==> src/rtl/snake_pkg.sv <==
// rtl/snake_pkg.sv - shared snake game coordinate types and collision detector states
package snake_pkg;

  localparam int COORD_W    = 4;
  localparam int GRID_MAX   = 15;
  localparam int MAX_LENGTH = 50;

  typedef struct packed {
    logic [COORD_W-1:0] x;
    logic [COORD_W-1:0] y;
  } coord_t;

  typedef enum logic [2:0] {
    IDLE,
    CHECK,
    SCAN,
    CMP,
    REPORT
  } cd_state_t;

endpackage

==> src/rtl/collision_detector.sv <==
// rtl/collision_detector.sv - per-move head vs apple/wall/body check, one verdict pulse per move
import snake_pkg::*;

module collision_detector (
  input  logic               clk,
  input  logic               nRst,
  input  logic               moveStrobe,
  input  logic [COORD_W-1:0] headX,
  input  logic [COORD_W-1:0] headY,
  input  logic [COORD_W-1:0] appleX,
  input  logic [COORD_W-1:0] appleY,
  input  logic [6:0]         bodyLen,
  output logic [6:0]         segAddr,
  input  logic [COORD_W-1:0] segX,
  input  logic [COORD_W-1:0] segY,
  output logic               busy,
  output logic               goodColl,
  output logic               badColl
);

  localparam logic [COORD_W-1:0] GRID_MAX_C = COORD_W'(GRID_MAX);
  localparam logic [6:0]         MAX_LEN_C  = 7'(MAX_LENGTH);

  cd_state_t  state_q, state_d;
  coord_t     head_q, head_d;
  coord_t     apple_q, apple_d;
  logic [6:0] len_q, len_d;
  logic [6:0] idx_q, idx_d;
  logic [6:0] seg_addr_q, seg_addr_d;
  logic       wall_q, wall_d;
  logic       apple_hit_q, apple_hit_d;
  logic       body_q, body_d;
  logic       good_q, good_d;
  logic       bad_q, bad_d;
  logic       busy_q, busy_d;

  always_comb begin
    state_d     = state_q;
    head_d      = head_q;
    apple_d     = apple_q;
    len_d       = len_q;
    idx_d       = idx_q;
    seg_addr_d  = seg_addr_q;
    wall_d      = wall_q;
    apple_hit_d = apple_hit_q;
    body_d      = body_q;
    good_d      = 1'b0;
    bad_d       = 1'b0;

    case (state_q)
      IDLE: begin
        if (moveStrobe) begin
          head_d      = '{x: headX, y: headY};
          apple_d     = '{x: appleX, y: appleY};
          // A zero length still means the head exists on its own.
          if (bodyLen > MAX_LEN_C)  len_d = MAX_LEN_C;
          else if (bodyLen == 7'd0) len_d = 7'd1;
          else                      len_d = bodyLen;
          idx_d       = 7'd1;
          wall_d      = 1'b0;
          apple_hit_d = 1'b0;
          body_d      = 1'b0;
          state_d     = CHECK;
        end
      end
      CHECK: begin
        wall_d = (head_q.x == '0) || (head_q.x == GRID_MAX_C) ||
                 (head_q.y == '0) || (head_q.y == GRID_MAX_C);
        apple_hit_d = (head_q == apple_q);
        if (wall_d || (len_q <= 7'd1)) state_d = REPORT;
        else                           state_d = SCAN;
      end
      SCAN: state_d = CMP;
      CMP: begin
        if ((segX == head_q.x) && (segY == head_q.y)) begin
          body_d  = 1'b1;
          state_d = REPORT;
        end else if (idx_q == len_q - 7'd1) begin
          state_d = REPORT;
        end else begin
          idx_d   = idx_q + 7'd1;
          state_d = SCAN;
        end
      end
      REPORT: state_d = IDLE;
      default: state_d = IDLE;
    endcase

    // Address and verdict are registered on entry so they are visible in SCAN/REPORT.
    if (state_d == SCAN) seg_addr_d = idx_d;
    if (state_d == REPORT) begin
      bad_d  = wall_d | body_d;
      good_d = apple_hit_d & ~bad_d;
    end
    busy_d = (state_d != IDLE);
  end

  always_ff @(posedge clk or negedge nRst) begin
    if (!nRst) begin
      state_q     <= IDLE;
      head_q      <= '0;
      apple_q     <= '0;
      len_q       <= '0;
      idx_q       <= '0;
      seg_addr_q  <= '0;
      wall_q      <= 1'b0;
      apple_hit_q <= 1'b0;
      body_q      <= 1'b0;
      good_q      <= 1'b0;
      bad_q       <= 1'b0;
      busy_q      <= 1'b0;
    end else begin
      state_q     <= state_d;
      head_q      <= head_d;
      apple_q     <= apple_d;
      len_q       <= len_d;
      idx_q       <= idx_d;
      seg_addr_q  <= seg_addr_d;
      wall_q      <= wall_d;
      apple_hit_q <= apple_hit_d;
      body_q      <= body_d;
      good_q      <= good_d;
      bad_q       <= bad_d;
      busy_q      <= busy_d;
    end
  end

  assign segAddr  = seg_addr_q;
  assign busy     = busy_q;
  assign goodColl = good_q;
  assign badColl  = bad_q;

endmodule

==> config.mk <==
export PLATFORM = sky130hd
export DESIGN_NAME = collision_detector
export DESIGN_NICKNAME = d
export VERILOG_FILES = /design/src/rtl/snake_pkg.sv /design/src/rtl/collision_detector.sv
export SDC_FILE = /design/constraint.sdc
export NUM_CORES = 1
export LEC_CHECK = 0
export BUFFER_PORTS_ARGS = -buffer_cell sky130_fd_sc_hd__buf_2
export CORE_UTILIZATION = 50
export CTS_CLUSTER_SIZE = 12
export DETAILED_ROUTE_END_ITERATION = 8
export PLACE_DENSITY = 0.73
export SLEW_MARGIN = 20
export SYNTH_ARGS = -nofsm -noshare
export SYNTH_HDL_FRONTEND = slang
export SYNTH_SLANG_ARGS = --single-unit
==> constraint.sdc <==
create_clock -name clk -period 3.8 [get_ports clk]
set_clock_uncertainty 0.1 [all_clocks]
set_input_delay 0.76 -clock clk [delete_from_list [all_inputs] [get_ports clk]]
set_output_delay 0.76 -clock clk [all_outputs]
set_load 0.05 [all_outputs]
==> results.json, run 1 <==
{
  "critPathKind": "reg -> reg",
  "muxShareOfSynthArea": 0.0367,
  "cts_buffers": 5,
  "crit_required_ns": 3.88,
  "grt_remaining_overflow": 0,
  "ctsResizeCount": 0,
  "async_flop_share": 1.00,
  "insertion_delay_ns": 0.30,
  "setup_tns_ns": 0,
  "cp-end-kind": "flip-flop",
  "diodes": 0,
  "slew_headroom": 0.566,
  "finalPower_uw": 2240,
  "rsz0062_at_grt": "false",
  "vdd_drop_max_v": 0.000459,
  "rr_endpoint": "segAddr[6]$_DFFE_PN0N_",
  "fp.dieW_um": 71.5,
  "dieArea_um2": 5120,
  "final_common_cell": "nand2_1",
  "fp-row-count": 24,
  "seq_area_frac_synth": 0.476,
  "grt_antenna_before_repair": 0,
  "max_freq_ghz": 0.340,
  "crit_arrival_ns": 3.02,
  "rrSetupSlack_ns": 0.86,
  "start_util": 0.537,
  "htree_levels": 2,
  "synth-compound-area-share": 0.121,
  "synth-edff-count": 0,
  "fin_crit_ns": 2.94,
  "syn_inst": 256,
  "fin_crit_sh": 0.774,
  "slew_violations": 0,
  "leakagePower_uw": 0.00140,
  "dominantRegCellSynth": "dfrtp_1",
  "reg2regPathDepth": 9,
  "vias_per_cell": 5.45,
  "synth_xor_xnor_area_share": 0.0906,
  "synth_area_um2": 2420,
  "synth_top_family_by_area": "simple AND/OR/NAND/NOR gates",
  "crit-reg2reg-launch": "len_q[0]$_DFFE_PN0P_",
  "cts_hold_buf": 0,
  "cts_setup_buffers": 0,
  "synthSimpleGateAreaFrac": 0.234,
  "worst-slew-pin-transition_ns": 0.648,
  "synthesis.nets": 293,
  "status": "completed",
  "place_congestion": 0.911,
  "critPathLaunchType": "flip-flop",
  "syn_to_final_growth_pct": 14.2,
  "vias": 1919,
  "stdcell_count": 352,
  "drv_cap": 0,
  "hold-worst-slack_ns": 0.355,
  "grt_pass1_vias": 1892,
  "syn_area_per_cell_um2": 9.44,
  "cts_tree": "built",
  "drt_iter0_markers": 154,
  "stdcell_area_um2": 2760,
  "grt_first_pass_wirelength_mm": 8.52,
  "post-dp-hpwl_mm": 3.56,
  "hold_viol": 0,
  "ys_seq_elements": 46,
  "dp.cells": 346,
  "drc_errors": 0,
  "min_path_type": "in -> async",
  "clkTransAtPathRegs_ns": 0.08,
  "coreArea_um2": 4500,
  "yosysUniqueCellTypes": 49,
  "wl_mm": 4.87,
  "drtAntennaViolNets": 0,
  "ios": 44,
  "powerDensity_nw_per_um2": 811,
  "setup_viol": 0,
  "synthAdderAreaFrac": 0.0155,
  "root_buffer": "clkbuf_8",
  "ys_warn_count": 0,
  "critPathMaxFanout": 13,
  "grt_use_total": 0.213,
  "drt-pass1-iter-count": 4,
  "clock-sinks": 46,
  "dieHeight_um": 71.5,
  "drive_gt1_frac": 0.210,
  "post_dp_cell_area_um2": 2680,
  "wl_per_cell_um": 13.8,
  "layout_common_cells": "70 x nand2_1, 46 x dfrtp_1, 42 x buf_2",
  "nNetsFinal": 338,
  "cts_buffer_depth": 2,
  "grt_max_degree": 47,
  "io_buffers": 43
}
-- logic make-up after synthesis --
family | Yosys count
muxes | 8
adders and majority gates | 3
buffers and inverters | 14
and+or+nand+nor | 119
AOI/OAI and AO/OA | 41
DFF | 46
xor gates and xnor gates | 25
-- through the flow --
step / util / setup slack [ns]
detailed placement: 0.594 / 0.902
floorplan: - / 1.37
global placement: 0.594 / 0.992
global route: 0.613 / 0.702
CTS: 0.613 / 0.878
finish: 0.613 / 0.859
-- how the worst max path moves through the flow --
stage | from | to | slack (ns) | depth (start not counted)
2_1_floorplan | segX[1] | segAddr[0]$_DFFE_PN0N_ | 1.37 | 7
3_3_place_gp | moveStrobe | badColl$_DFF_PN0_ | 0.99 | 7
3_5_place_dp | len_q[0]$_DFFE_PN0P_ | segAddr[6]$_DFFE_PN0N_ | 0.90 | 9
4_1_cts | len_q[0]$_DFFE_PN0P_ | segAddr[6]$_DFFE_PN0N_ | 0.88 | 9
5_1_grt | len_q[0]$_DFFE_PN0P_ | segAddr[2]$_DFFE_PN0N_ | 0.70 | 9
6_report | len_q[0]$_DFFE_PN0P_ | segAddr[6]$_DFFE_PN0N_ | 0.86 | 9
-- cell type report --
| class | instances | area, um2 |
|---|---|---|
| fillers | 394 | 1740 |
| flip-flops and latches | 46 | 1150 |
| well taps | 52 | 65.1 |
| inverters | 7 | 26.3 |
| multi-input cells | 196 | 1200 |
| repair buffers | 45 | 233 |
| clock buffers | 6 | 82.6 |
-- per-layer routing --
metal | global-route usage | routed length (um)
met1 | 0.303 | 2460
met4 | 0.0763 | 79
met5 | 0 | 0
met2 | 0.328 | 2110
met3 | 0.0394 | 213
-- registers in the layout, summed over array words and instances, names as in the netlist --
signal / flops
badColl: 1
state_q: 3
body_q: 1
head_q: 8
apple_hit_q: 1
goodColl: 1
busy: 1
segAddr: 7
wall_q: 1
idx_q: 7
apple_q: 8
len_q: 7
-- synthesized netlist by cell type (3+ instances only) --
library cell	n	area share
nand2_1	70	0.11
dfrtp_1	46	0.48
xor2_1	16	0.058
nor2_1	15	0.023
xnor2_1	9	0.033
inv_1	7	0.011
mux2_2	7	0.033
o21ai_0	7	0.014
nor3_1	6	0.012
a21o_1	4	0.012
clkbuf_1	4	0.0062
nand4_1	4	0.010
a21oi_1	3	0.0062
a22o_1	3	0.011
a31oi_1	3	0.0078
ha_1	3	0.016
nand3_1	3	0.0062
nor4_1	3	0.0078
o211ai_1	3	0.0093
or4_1	3	0.0093
-- worst max-delay path, stage by stage, from the launching register on --
cell and delay, ns:
dfrtp_1 0.42, inv_1 0.09, ha_1 0.31, xor2_1 0.13, o211ai_1 0.10, a211oi_1 0.23
nor4b_4 0.59, o21ai_1 0.26, nand3_2 0.23, mux2_2 0.36
-- power breakdown --
group	switching (uW)	leakage [uW]	internal, uW
sequential	191	0.000581	666
clock	153	0.0000431	140
combinational	641	0.000776	447
total	985	0.00140	1250
No activity file was read; power rests on OpenSTA's default activity.
==> run 2, diff against run 1 <==
- PLACE_DENSITY: 0.73 -> 0.76
- clock period: 3.8 -> 2.4 ns (I/O delays scaled with it)
==> run 2 against run 1 <==
  * Routed wire length grew 8.5%
  * Clock power rose by 64%
  * Core utilization rose by 5.9 points
  * Global-route usage increased by 1.3 points
  * Die area unchanged
  * Register-to-register slack worse by 0.86 ns
  * Design area is 9.6% higher
  * Critical endpoint is now segAddr[2]$_DFFE_PN0N_
  * Via count up 8.0%
  * Flip-flop and latch count stayed put
  * Power rose by 73%
  * Highest routed layer unchanged
==> results.json, run 2 (synthesis gave the netlist of run 1 again) <==
{
  "reg2regPathDepth": 8,
  "grt_first_pass_wirelength_mm": 8.96,
  "start_util": 0.537,
  "insertion_delay_ns": 0.30,
  "nNetsFinal": 359,
  "busiest_layer": "met2",
  "root_buffer": "clkbuf_8",
  "slew_headroom": 0.638,
  "rr_endpoint": "segAddr[2]$_DFFE_PN0N_",
  "critPathMaxFanout": 6,
  "drv_cap": 0,
  "powerDensity_nw_per_um2": 1280,
  "vias_per_cell": 5.53,
  "htree_levels": 2,
  "crit_arrival_ns": 2.49,
  "cts_tree": "built",
  "regArea_um2": 1150,
  "hold_viol": 0,
  "setup_tns_ns": 0,
  "cts_buffer_depth": 2,
  "critPathLaunchType": "flip-flop",
  "finalPower_uw": 3880,
  "diodes": 0,
  "dieHeight_um": 71.5,
  "setup_viol": 0,
  "max_freq_ghz": 0.417,
  "final_common_cell": "nand2_1",
  "min_path_type": "in -> async",
  "setup_ws_ns": 0.00351,
  "grt_antenna_before_repair": 0,
  "clock-sinks": 46,
  "place_congestion": 0.837,
  "wl_mm": 5.28,
  "drtAntennaViolNets": 0,
  "drc_errors": 0,
  "crit-reg2reg-launch": "len_q[3]$_DFFE_PN0P_",
  "cts_buffers": 5,
  "io_buffers": 43,
  "critPathKind": "reg -> reg",
  "crit_required_ns": 2.49,
  "clkTransAtPathRegs_ns": 0.08,
  "pre_cts_slack_ns": -0.143,
  "layout_common_cells": "70 x nand2_1, 46 x dfrtp_1, 43 x buf_2",
  "fp-row-count": 24,
  "ios": 44,
  "use_met3": 0.0436,
  "drt-pass1-iter-count": 6,
  "dieArea_um2": 5120,
  "worst-slew-pin-transition_ns": 0.543,
  "post-dp-hpwl_mm": 3.94,
  "hold-worst-slack_ns": 0.0584,
  "drive_gt1_frac": 0.300,
  "syn_to_final_growth_pct": 25.2,
  "use_met2": 0.375,
  "reg_top3": "apple_q (8), head_q (8)",
  "cp-end-kind": "flip-flop",
  "grt.met1_usage": 0.306,
  "rsz0062_at_grt": "true",
  "fin_crit_ns": 2.40,
  "fp.dieW_um": 71.5,
  "drt_iter0_markers": 152,
  "multiInputGateArea_um2": 1280,
  "vdd_drop_max_v": 0.000793,
  "slew_violations": 0,
  "endpoint": "segAddr[2]$_DFFE_PN0N_",
  "grt_remaining_overflow": 0,
  "cp-startpoint": "len_q[3]$_DFFE_PN0P_",
  "rrSetupSlack_ns": 0.004,
  "wl_per_cell_um": 14.1,
  "grt_use_total": 0.227,
  "leakagePower_uw": 0.00154,
  "status": "completed",
  "coreArea_um2": 4500,
  "fin_crit_sh": 0.999,
  "n_fill_cell": 345,
  "grt_pass1_vias": 1933,
  "grt_max_degree": 25,
  "vias": 2073,
  "cts_hold_buf": 0
}
## run 2: cell types whose count changed in the layout (fill, tap and decap cells not counted), sizes merged
cell	delta
buf	+21
clkbuf	+1
clkinv	+1
## run 2: layer usage
| metal | up-vias | share of wire |
|---|---|---|
| li1 | 1023 | - |
| met1 | 999 | 0.47 |
| met2 | 46 | 0.48 |
| met3 | 5 | 0.037 |
| met4 | 0 | 0.011 |
| met5 | - | 0 |
## run 2: stage by stage
step           area (um2)  instances   util
3_5_place_dp         2820        364  0.627
5_1_grt              3030        375  0.672
4_1_cts              3020        375  0.669
2_1_floorplan        2420        256      -
3_3_place_gp         2820        364  0.627
6_report             3030        375  0.672
## run 2: worst min-delay path by stage
stage | from | to | slack (ns) | depth (start not counted)
2_1_floorplan | nRst | apple_hit_q$_DFF_PN0_ | 0.08 | 0
3_3_place_gp | wall_q$_DFF_PN0_ | wall_q$_DFF_PN0_ | 0.35 | 1
3_5_place_dp | wall_q$_DFF_PN0_ | wall_q$_DFF_PN0_ | 0.36 | 1
4_1_cts | nRst | segAddr[6]$_DFFE_PN0N_ | 0.08 | 1
5_1_grt | nRst | body_q$_DFF_PN0_ | 0.09 | 1
6_report | nRst | state_q[1]$_DFF_PN0_ | 0.06 | 1
## run 2: critical path, stage by stage (launching register included)
cell and delay [ns]:
dfrtp_1 0.46, nor4_2 0.31, nand2_1 0.16, xnor2_2 0.17, nor4b_4 0.29, buf_6 0.16
nor4b_1 0.05, a311o_1 0.31, mux2_2 0.26
## run 2: power by group
| group | total (uW) | switching (uW) | internal [uW] | leakage (uW) |
|---|---|---|---|---|
| Clock | 480 | 248 | 232 | 0.0000482 |
| Sequential | 1330 | 278 | 1050 | 0.000581 |
| Combinational | 2070 | 1150 | 920 | 0.000912 |
| Total | 3880 | 1670 | 2210 | 0.00154 |
## run 2: final cells by class
| type | instances | share of cell area |
|---|---|---|
| Tap cell | 52 | 0.0215 |
| Sequential cell | 46 | 0.380 |
| Clock inverter | 1 | 0.00165 |
| Clock buffer | 7 | 0.0285 |
| Multi-Input combinational cell | 196 | 0.425 |
| Inverter | 7 | 0.00868 |
| Timing Repair Buffer | 66 | 0.135 |
## run 2: repair_timing
| action | in CTS | in global routing |
|---|---|---|
| endpoints found under the setup margin | 8 | 8 |
| setup buffers | 4 | 0 |
| resized for setup | 17 | 2 |
| pin swaps | 8 | 1 |
==> run 3, diff against run 2 <==
- GPL_TIMING_DRIVEN: default -> 0
- PLACE_DENSITY: 0.76 -> default
- PLACE_DENSITY_LB_ADDON: default -> 0.12
==> run 3 against run 2 <==
  * The run now ends with negative setup slack left
  * Clock-buffer cell count unchanged
  * Sequential power about the same
  * Global-route usage about the same
  * Critical endpoint is now segAddr[4]$_DFFE_PN0N_
==> results.json, run 3 (synthesis gave the netlist of run 1 again) <==
{
  "route.met2.wl_mm": 2.54,
  "diodes": 0,
  "final_common_cell": "nand2_1",
  "coreArea_um2": 4500,
  "fp.dieW_um": 71.5,
  "max_freq_ghz": 0.401,
  "drt_iter0_markers": 96,
  "wl_mm": 5.36,
  "topRoutingLayerUsed": "met4",
  "cts_hold_buf": 0,
  "internal_power_uw": 2190,
  "wl_per_cell_um": 14.5,
  "clkTransAtPathRegs_ns": 0.09,
  "grt_pass1_vias": 1867,
  "crit_arrival_ns": 2.58,
  "io_buffers": 43,
  "vdd_drop_max_v": 0.000588,
  "root_buffer": "clkbuf_8",
  "layout_common_cells": "68 x nand2_1, 45 x dfrtp_1, 44 x buf_2",
  "reg_top3": "apple_q (8), head_q (8)",
  "critPathKind": "reg -> reg",
  "stdcell_count": 370,
  "cts_buffer_depth": 2,
  "drc_errors": 0,
  "min_path_type": "in -> async",
  "worst-slew-pin-transition_ns": 0.567,
  "crit-reg2reg-launch": "len_q[3]$_DFFE_PN0P_",
  "hold_viol": 0,
  "vias": 2014,
  "grt_use_total": 0.227,
  "pwr-share-seq": 0.344,
  "critPathMaxFanout": 5,
  "wl_met1_mm": 2.61,
  "dieArea_um2": 5120,
  "vias_per_cell": 5.44,
  "rsz0062_at_grt": "true",
  "crit_required_ns": 2.48,
  "power_frac_clock": 0.122,
  "grt_remaining_overflow": 0,
  "slew_violations": 0,
  "grt_max_degree": 47,
  "fp-row-count": 24,
  "start_util": 0.537,
  "switchingPower_uw": 1760,
  "clock-sinks": 46,
  "setup_ws_ns": -0.0963,
  "pre_cts_slack_ns": -0.267,
  "post-dp-hpwl_mm": 3.69,
  "rrSetupSlack_ns": -0.1,
  "cp-end-kind": "flip-flop",
  "dr_wl_met3_um": 147,
  "switching_share": 0.446,
  "fin_crit_ns": 2.50,
  "fin_crit_sh": 1.04,
  "nNetsFinal": 354,
  "reg2regPathDepth": 10,
  "setup_viol": 5,
  "grt_antenna_before_repair": 0,
  "status": "finished with violations",
  "drv_cap": 0,
  "violations": "negative setup slack",
  "syn_to_final_growth_pct": 26.2,
  "drive_gt1_frac": 0.305,
  "cts_tree": "built",
  "leakagePower_uw": 0.00151,
  "drtAntennaViolNets": 0,
  "hold-worst-slack_ns": 0.0725,
  "slew_headroom": 0.622,
  "dp.cells": 351,
  "htree_levels": 2,
  "place_congestion": 0.832,
  "rr_endpoint": "segAddr[4]$_DFFE_PN0N_",
  "critPathLaunchType": "flip-flop",
  "dieHeight_um": 71.5,
  "pwr-share-comb": 0.534,
  "insertion_delay_ns": 0.30,
  "powerDensity_nw_per_um2": 1290,
  "drt-pass1-iter-count": 4,
  "grt_first_pass_wirelength_mm": 8.96,
  "ios": 44,
  "cts_buffers": 5
}
## run 3: how the worst max path moves through the flow
stage	start	to	slack [ns]
after floorplan	len_q[0]$_DFFE_PN0P_	segAddr[2]$_DFFE_PN0N_	0.02
after global placement	len_q[0]$_DFFE_PN0P_	segAddr[0]$_DFFE_PN0N_	-0.22
after detailed placement	len_q[0]$_DFFE_PN0P_	segAddr[3]$_DFFE_PN0N_	-0.27
after CTS	len_q[1]$_DFFE_PN0P_	segAddr[4]$_DFFE_PN0N_	-0.08
after global routing	len_q[0]$_DFFE_PN0P_	segAddr[4]$_DFFE_PN0N_	-0.18
final	len_q[3]$_DFFE_PN0P_	segAddr[4]$_DFFE_PN0N_	-0.1
## run 3: cell type report
| class | instances | area [um2] |
|---|---|---|
| fill | 379 | 1450 |
| clock buffer | 7 | 86.3 |
| tap | 52 | 65.1 |
| clock inverter | 1 | 5.00 |
| sequential | 46 | 1150 |
| timing repair buffer | 54 | 320 |
| multi-input combinational | 196 | 1360 |
| buffer | 7 | 36.3 |
| inverter | 7 | 26.3 |
## run 3: metrics by stage
step | instance area [um2] | util | total power [uW] | TNS [ns]
2_1_floorplan | 2420 | - | 2690 | 0
5_1_grt | 3050 | 0.678 | 4240 | -0.804
4_1_cts | 2960 | 0.656 | 3810 | -0.389
3_3_place_gp | 2700 | 0.599 | 3080 | -1.62
3_5_place_dp | 2700 | 0.599 | 3140 | -2.02
6_report | 3050 | 0.678 | 3950 | -0.182
## run 3: power groups by stage
stage	Combinational, uW	Sequential [uW]	Clock (uW)
2_1_floorplan	1270	1420	0
3_5_place_dp	1790	1350	0
3_3_place_gp	1740	1350	0
6_report	2110	1360	483
5_1_grt	2320	1400	522
4_1_cts	1970	1340	496
## run 3: timing repair
| action | in CTS | in global routing |
|---|---|---|
| setup buffers | 9 | 1 |
| cloned | 1 | 0 |
| pin swaps | 9 | 11 |
| resized for setup | 19 | 15 |
| setup endpoints to repair | 10 | 20 |
## run 3: critical path, stage by stage, from the launching register on
cell     delay [ns]
dfrtp_1        0.48
nor4_4         0.31
nand2_2        0.10
xnor2_2        0.20
nor4b_4        0.08
buf_4          0.16
buf_6          0.11
buf_6          0.12
a211o_1        0.26
a21o_1         0.19
mux2_4         0.27
## run 3: layer usage
metal / vias up / global-route usage
li1: 1012 / -
met1: 961 / 0.321
met2: 34 / 0.351
met3: 7 / 0.0464
met4: 0 / 0.0763
met5: - / 0
